===== src/rtl/boot_pkg.sv =====
// boot_pkg: shared states and constants for the SPI-EEPROM-to-SRAM boot loader
package boot_pkg;
  typedef enum logic [2:0] {START, CMD, READ, WRITE, DONE} state_t;
  localparam logic [7:0] SPI_READ_CMD = 8'h03;
  localparam logic [15:0] MAP_BASE = 16'hC000;
  localparam int WORD_W = 16;
endpackage


===== src/rtl/spi_shifter.sv =====
// spi_shifter: mode-0 SPI bit engine with CLK_DIV-derived SCLK and a 32-bit shift register
module spi_shifter
  import boot_pkg::*;
#(
  parameter int CLK_DIV = 1
) (
  input  logic              clk,
  input  logic              rst,
  input  logic              start,
  input  logic              pause,
  input  logic [31:0]       load,
  input  logic [5:0]        nbits,
  input  logic              miso,
  output logic              sclk,
  output logic              mosi,
  output logic              busy,
  output logic              done,
  output logic [WORD_W-1:0] data
);
  logic [7:0] cnt;
  logic [5:0] bits;
  logic [31:0] sr;
  logic tick;
  assign tick = busy && !pause && cnt == 8'(CLK_DIV - 1);
  // done is combinational so the next phase can start on the very edge the last bit ends
  assign done = tick && sclk && bits == 6'd1;
  assign data = sr[WORD_W-1:0];
  always_ff @(posedge clk)
    if (rst) begin
      sclk <= 1'b0;
      mosi <= 1'b0;
      busy <= 1'b0;
      cnt  <= '0;
      bits <= '0;
      sr   <= '0;
    end else if (start) begin
      busy <= 1'b1;
      sclk <= 1'b0;
      cnt  <= '0;
      bits <= nbits;
      sr   <= load;
      mosi <= load[31];
    end else if (busy && !pause) begin
      cnt <= tick ? 8'd0 : cnt + 8'd1;
      if (tick) begin
        sclk <= !sclk;
        if (!sclk) sr <= {sr[30:0], miso};
        else begin
          bits <= bits - 6'd1;
          mosi <= done ? 1'b0 : sr[31];
          busy <= !done;
        end
      end
    end
endmodule


===== src/rtl/boot_loader.sv =====
// boot_loader: streams the program image from SPI EEPROM into SRAM, one 16-bit word per write
module boot_loader
  import boot_pkg::*;
#(
  parameter int CLK_DIV   = 1,
  parameter int NUM_WORDS = 49152,
  parameter int WR_HOLD   = 2
) (
  input  logic        i_clk,
  input  logic        i_rst,
  output logic [15:0] o_bootAddr,
  output logic        o_bootWr,
  output logic        o_bootEn,
  output logic [15:0] o_bootData,
  output logic        o_isBooted,
  output logic        o_spiCsn,
  output logic        o_spiSclk,
  output logic        o_spiMosi,
  input  logic        i_spiMiso
);
  state_t state;
  logic [3:0] hold;
  logic start, done, busy, last_hold, last_word;
  logic [WORD_W-1:0] rd;
  assign last_hold = hold == 4'(WR_HOLD - 1);
  assign last_word = o_bootAddr == 16'(NUM_WORDS - 1);
  assign start = state == START || (state == CMD && done) ||
                 (state == WRITE && last_hold && !last_word && !busy);
  spi_shifter #(.CLK_DIV(CLK_DIV)) u_spi (
    .clk(i_clk),
    .rst(i_rst),
    .start(start),
    .pause(state == WRITE),
    .load(state == START ? {SPI_READ_CMD, 24'h000000} : 32'h0),
    .nbits(state == START ? 6'd32 : 6'd16),
    .miso(i_spiMiso),
    .sclk(o_spiSclk),
    .mosi(o_spiMosi),
    .busy(busy),
    .done(done),
    .data(rd)
  );
  always_ff @(posedge i_clk)
    if (i_rst) begin
      state      <= START;
      hold       <= '0;
      o_spiCsn   <= 1'b1;
      o_bootEn   <= 1'b0;
      o_bootWr   <= 1'b0;
      o_bootAddr <= '0;
      o_bootData <= '0;
      o_isBooted <= 1'b0;
    end else begin
      case (state)
        START: begin
          o_spiCsn <= 1'b0;
          state    <= CMD;
        end
        CMD: if (done) state <= READ;
        READ: if (done) begin
          state      <= WRITE;
          o_bootEn   <= 1'b1;
          o_bootWr   <= 1'b1;
          o_bootData <= rd;
          hold       <= '0;
        end
        WRITE: if (last_hold) begin
          o_bootEn <= 1'b0;
          o_bootWr <= 1'b0;
          if (last_word) begin
            state      <= DONE;
            o_spiCsn   <= 1'b1;
            o_isBooted <= 1'b1;
          end else begin
            o_bootAddr <= o_bootAddr + 16'd1;
            state      <= READ;
          end
        end else hold <= hold + 4'd1;
        default: ;
      endcase
    end
endmodule


===== config.mk =====
export PLATFORM = sky130hd
export DESIGN_NAME = boot_loader
export DESIGN_NICKNAME = d
export VERILOG_FILES = /design/src/rtl/boot_pkg.sv /design/src/rtl/spi_shifter.sv /design/src/rtl/boot_loader.sv
export SDC_FILE = /design/constraint.sdc
export NUM_CORES = 1
export LEC_CHECK = 0
export ABC_AREA = 1
export BUFFER_PORTS_ARGS = -buffer_cell sky130_fd_sc_hd__buf_2
export CAP_MARGIN = 20
export CORE_MARGIN = 5
export CORE_UTILIZATION = 61
export DETAILED_ROUTE_END_ITERATION = 10
export PLACE_DENSITY_LB_ADDON = 0.1
export SLEW_MARGIN = 25
export SYNTH_ARGS = -nofsm -noshare
export SYNTH_HDL_FRONTEND = slang
export SYNTH_SLANG_ARGS = --single-unit
export TNS_END_PERCENT = 30

===== constraint.sdc =====
create_clock -name i_clk -period 4.8 [get_ports i_clk]
set_input_delay 0.48 -clock i_clk [delete_from_list [all_inputs] [get_ports i_clk]]
set_output_delay 0.48 -clock i_clk [all_outputs]
set_load 0.03 [all_outputs]

Word-level counts from Yosys, hierarchy flattened
Index checks and enable logic that the tools add are counted.
Word-level totals
  bits in registers: 91
  bits in latches: 0
  memory bits (read-only): 0
  output and inout bits: 38
  memories: 0
  bits in writable memories: 0
  bits of input ports: 3
Cells by class
  reduce and logical (&&, ||, !) cells: 34
  order comparisons: 0
  bitwise logic cells: 1
  muxes and demuxes: 34
  $add $sub $neg: 4
  equality and inequality tests: 12
  multiply operators: 0
  shifts and indexed selects: 0
  divide/modulo/power cells: 0
Operators with widths (number)
  32-bit two-way mux: 4
  6-bit two-way mux: 5
  26-bit two-way mux: 1
  3-bit AND reduction: 7
  16-bit by 1-bit adder with 16-bit output, second input constant: 1
  16-bit == test, second input constant: 1
  1-bit two-way mux: 13
  3-bit two-way mux: 4
  2-bit != test, second input constant: 6
  3-bit case mux with 4 select lines: 1
  2-bit nonzero test: 5
  8-bit by 1-bit adder with 8-bit output, second input constant: 1
  1-bit logical AND: 8
  8-bit zero test: 1
  4-bit two-way mux: 2
  8-bit two-way mux: 1
  4-bit case mux with 2 select lines: 1
  3-bit by 2-bit == test with 1-bit output, second input constant: 2
  6-bit by 1-bit == test with 1-bit output, second input constant: 1
  6-bit by 1-bit subtractor with 6-bit output, second input constant: 1
  1-bit zero test: 5
  4-bit by 1-bit adder with 4-bit output, second input constant: 1
  4-bit by 1-bit == test with 1-bit output, second input constant: 1
  1-bit case mux with 2 select lines: 2
  8 further kinds: 10

Depth between registers and ports, before layout
  depth after elaboration: 11
  gate-level depth with buffers: 12
  depth with buffers taken out: 12

Modules after synthesis
Synthesis repeated with hierarchy kept, for this count alone.
Unflattened totals
  cells, all modules: 662
  area total of the unflattened synthesis: 4875.9 µm²
By module, submodules not included
  spi_shifter: cells each 360, instances 1, sequential area each 980.9 µm², area an instance 2717.6 µm²
  boot_loader: cells each 302, instances 1, sequential area each 840.8 µm², area an instance 2158.3 µm²

Least setup slack after synthesis
OpenSTA, ideal clock, no wires.
  path kind: flip-flop to flip-flop
  from: register o_bootAddr[1]
  to: register u_spi.sr[20]
  setup time: 0.066 ns
  arrival: 1.861 ns
  stages on the path, launching flop included: 12
  setup slack: 2.873 ns
  cells stage by stage: dfxtp_1 -> ha_1 -> nand3_1 -> nor2_2 -> nand2_2 -> nand3_2 -> nand2_2 -> nor2_4 -> nand2_2 -> buf_6 -> buf_6 -> a21oi_2
Between the ends
  word-level cells in the longest chain between the ends: 7
  elaborated cells on any way between the ends: 10
  classes of those cells: 2 x eq/ne; 1 x mux; 7 x reduce/logical
RTL lines
  start, declared: line boot_loader.sv:11  | output logic [15:0] o_bootAddr,
  start signal, assigned: line boot_loader.sv:75  | o_bootAddr <= o_bootAddr + 16'd1;
  16-bit == test (*): line boot_loader.sv:26  | assign last_word = o_bootAddr == 16'(NUM_WORDS - 1);
  1-bit zero test (*): line boot_loader.sv:28  | (state == WRITE && last_hold && !last_word && !busy);
  1-bit logical AND (*) (2 in series): line boot_loader.sv:28
  1-bit logical OR (*): line boot_loader.sv:27  | assign start = state == START || (state == CMD && done) ||
  2-bit != test (no source line) / 2-bit nonzero test (equally long branches)
  3-bit AND reduction (no source line)
  end signal, assigned: line spi_shifter.sv:41  | sr <= load;
  end signal, assigned: line spi_shifter.sv:47  | if (!sclk) sr <= {sr[30:0], miso};
  end, declared: line spi_shifter.sv:22  | logic [31:0] sr;
Every way passes the cells marked *; elsewhere a longest branch is shown, timed or not.
A chain may end at the register's enable or synchronous reset.

Worst setup path after layout
  from: register o_bootAddr[1]
  to: register u_spi.cnt[5]
Between the ends
  word-level cells in the longest chain between the ends: 6
RTL lines
  16-bit == test: line boot_loader.sv:26
  1-bit zero test: line boot_loader.sv:28
  1-bit logical AND (2 in series): line boot_loader.sv:28
  1-bit logical OR: line boot_loader.sv:27
  2-bit OR reduction (no source line)
  end signal, assigned: line spi_shifter.sv:44  | cnt <= tick ? 8'd0 : cnt + 8'd1;
  end, declared: line spi_shifter.sv:20  | logic [7:0] cnt;
No other way between the ends.

==> summary.md <==
| Metric | Value |
|---|---|
| Status | `completed` |
| Worst vdd ir | `0.000257 V` |
| Reg2reg end | `u_spi.cnt[5]$_SDFFE_PP0P_` |
| Slew HR | `0.425` |
| Register area share after synthesis | `0.454` |
| Final Util | `0.695` |
| Async S/R FF share, synth | `0` |
| Fmax | `approximately 410 MHz` |
| Post-synthesis mux area share | `0` |
| Port bufs | `40` |
| Starting Density | `0.628` |
| Drt via density | `5.26` |
| Layout cells sized above 1 | `0.159` |
| Detailed-placement wirelength estimate | `5300 um` |
| Worst Setup End Kind | `flip-flop` |
| Iteration count of the initial detailed-routing pass | `6` |
| Initial antenna violation count | `0` |
| CP cell instances | `ha_1 > nand3_1 > nor2_2 > nand2_2 > nand3_2 > nand2_2 > nor2_4 > nand2_2 > nor3b_1` |
| Mapped Area | `4010 um^2` |
| Setup Skew | `0.00729 ns` |
| Post-Synth Simple-Gate Area | `0.288` |
| Clock buffer count from CTS | `9` |
| CP most frequent cell | `nand2_2` |
| Vias in the first global route | `3219` |
| Clock Latency Late Sink | `0.36 ns` |
| Total GRT Usage | `0.192` |
| Final period util | `0.505` |
| Synth Warn # | `0` |
| Fin crit period | `2.42 ns` |
| Post-CTS Setup Inserts | `0` |
| RSZ-0062 raised after global routing | `false` |
| CTS H-Tree Depth | `3` |
| Worst EP required | `5.08 ns` |
| Max incr delay on CP | `0.51 ns` |
| CTS tree | `yes` |
| Hold Fails Final Rpt | `0` |
| Final Setup Violations | `0` |
| Max cap viols | `0` |
| Worst-path clk slew | `0.09 ns` |
| CP startpoint kind | `flip-flop` |
| Netlist cell types | `32` |
| Synth Net Count | `545` |
| WL final | `7780 um` |
| Clk buf depth | `2` |
| Wire length per cell | `12.0 um` |
| Number of synthesized flops with an enable pin | `0` |
| WP data arrival | `2.70 ns` |
| Largest family of logic cells by synthesized area | `simple AND/OR/NAND/NOR gates` |
| Resized Gates After CTS | `0` |
| # rows | `29` |
| Post-synthesis compound-gate area fraction | `0.119` |
| Worst R2R Setup Slack | `2.38 ns` |
| Core Box Area | `6390 um^2` |
| Ant diodes | `0` |
| Final Max Tran Viols | `0` |
| Clock sink total | `between 90 and 100` |
| Leakage dissipation | `1.86 nW` |
| Die height | `approximately 91 um` |
| Die X | `a little over 90 um` |
| Hold buffer count at cts | `0` |
| CP max stage cell | `nand2_2` |
| Final-stage net count | `577` |
| PwrDens | `418 nW/um^2` |
| Cells after Synth | `535` |
| Adder-Cell Fraction of Synth Area | `0.0218` |
| RR Startpoint | `o_bootAddr[1]$_SDFFE_PP0P_` |
| Clock tree root driver cell | `clkbuf_8` |
| Via count | `3411` |
| Fin Setup TNS | `0 ns` |
| XOR/XNOR Fraction of Synth Area | `0.0415` |
| Worst Hold Class | `in -> reg` |
| Post-route ant nets | `0` |
| IO Count | `41` |
| Setup WS pre-CTS | `2.24 ns` |
| Hold worst-path end | `u_spi.sr[0]$_SDFFE_PP0P_` |
| Largest net degree at the start of global routing | `40` |
| Worst Min Path Start | `i_spiMiso` |
| Max FO, Critical Path | `39` |
| Layout Cells excl Fill | `649` |
| Actual slew at the worst max-slew pin | `around 0.86 ns` |
| Setup ws final | `2.38 ns` |
| FF+latch count, synth | `91` |
| Dpl cells | `633` |
| Top-area cell type share of the netlist area | `0.454` |
| Residual DRC | `0` |
| DRT iter0 DRCs | `155` |
| Top post-synthesis cells by area | `dfxtp_1, nand2_1, a21oi_1` |
| Worst hold stages | `3` |
| Die area | `8300 um^2` |
| CP Class | `reg -> reg` |
| Area leader, netlist | `dfxtp_1` |
| Total gr overflow | `0` |
| First-pass GRT wire length | `~13000 um` |
| Synth Area per Inst | `7.50 um^2` |
| Worst Reg-to-Reg Cells | `9` |
| Predominant post-synthesis flop cell | `dfxtp_1` |
| Gpl congestion | `0.881` |
| Synth-to-Final Area Change | `10.7%` |
cells by family after synthesis:
kind of cell | count (synthesis)
compound gates | 87
fa+ha+maj | 7
flops | 91
xor+xnor | 19
buf+inv | 72
simple gates | 259
stage by stage:
stage               instance area [um^2]  power [mW]  hold slack, ns
finish                              4440        1.86           0.375
global route                        4440        1.96           0.353
CTS                                 4440        1.87           0.350
detailed placement                  4210        1.28           0.447
global placement                    4210        1.27           0.440
floorplan                           4010        1.22           0.441
synth_stat cells, types with 2 or more instances:
| master | instances |
|---|---|
| nand3_1 | 24 |
| inv_1 | 47 |
| a21oi_1 | 49 |
| xnor2_1 | 5 |
| nand2_1 | 126 |
| nor3_1 | 11 |
| nor2_2 | 4 |
| o21ai_0 | 26 |
| buf_4 | 2 |
| inv_2 | 4 |
| a21oi_2 | 10 |
| nor3b_1 | 3 |
| ha_1 | 7 |
| nor2_1 | 64 |
| dfxtp_1 | 91 |
| nand2_2 | 6 |
| nand4_1 | 5 |
| xor2_1 | 14 |
| nor2_4 | 7 |
| or2_0 | 2 |
| buf_6 | 2 |
| nand3b_1 | 3 |
| buf_2 | 8 |
| clkbuf_1 | 7 |
metal layers:
metal,share of wire,wire (um),vias up,global-route usage
li1,-,-,1765,-
met1,0.46,3570,1588,0.222
met2,0.49,3820,46,0.338
met3,0.032,251,12,0.0355
met4,0.017,135,0,0.0966
met5,0,0,-,0
how the worst max path moves through the flow:
stage | start | endpoint | slack (ns) | depth (start not counted)
floorplan | o_bootAddr[1]$_SDFFE_PP0P_ | u_spi.sr[20]$_SDFFE_PP0P_ | 2.87 | 11
global placement | i_rst | u_spi.cnt[5]$_SDFFE_PP0P_ | 2.29 | 4
detailed placement | i_rst | u_spi.cnt[5]$_SDFFE_PP0P_ | 2.24 | 4
CTS | o_bootAddr[1]$_SDFFE_PP0P_ | u_spi.cnt[5]$_SDFFE_PP0P_ | 2.36 | 9
global route | o_bootAddr[1]$_SDFFE_PP0P_ | u_spi.cnt[5]$_SDFFE_PP0P_ | 2.05 | 9
finish | o_bootAddr[1]$_SDFFE_PP0P_ | u_spi.cnt[5]$_SDFFE_PP0P_ | 2.38 | 9
where the power goes:
| part | leakage, nW | switching [mW] | total, mW | internal, mW |
|---|---|---|---|---|
| clock | 0.114 | 0.292 | 0.596 | 0.304 |
| combinational | 1.02 | 0.321 | 0.441 | 0.120 |
| sequential | 0.735 | 0.0254 | 0.818 | 0.793 |
flip-flops by register name (all words and copies together), names as in the netlist, 3 cells and up:
signal	flops
u_spi.bits	6
o_bootData	16
o_bootAddr	16
state	3
u_spi.sr	32
hold	4
u_spi.cnt	8
cell type report:
| cell class | count | area, um^2 |
|---|---|---|
| Timing Repair Buffer | 41 | 208 |
| Fill cell | 544 | 1950 |
| Sequential cell | 91 | 1820 |
| Inverter | 52 | 195 |
| Clock buffer | 9 | 124 |
| Clock inverter | 7 | 108 |
| Tap cell | 77 | 96.3 |
| Multi-Input combinational cell | 372 | 1890 |
critical path, delay by kind of cell (launching register included):
family        cells  cell delay (ns)
simple gates      8             1.73
flops             1             0.39
fa+ha+maj         1             0.24
cell usage in the layout, fill, tap and decap left out:
cell        Yosys  routed
nor3_1         11      11
a21oi_1        49      49
bufinv_16       0       2
inv_6           0       2
nand4_2         1       1
clkinvlp_4      0       1
clkinv_1        1       1
nor3b_1         3       3
buf_2           8      40
xor2_1         14      14
inv_8           0       2
nand4_1         5       5
o21bai_1        1       1
xnor2_1         5       5
clkbuf_8        0       9
nand2_2         6       6
nand2_1       126     126
nor4_1          1       1
dfxtp_1        91      91
ha_1            7       7
buf_4           2       1
nor2_2          4       4
nand3_1        24      24
nand3_2         1       1
nor2_1         64      64
nor2_4          7       7
a211oi_1        1       1
o21ai_0        26      26
or2_0           2       2
inv_1          47      47
nand3b_1        3       3
inv_2           4       4
a21oi_2        10      10
or2_2           1       1
No activity file was read; power rests on OpenSTA's default activity.
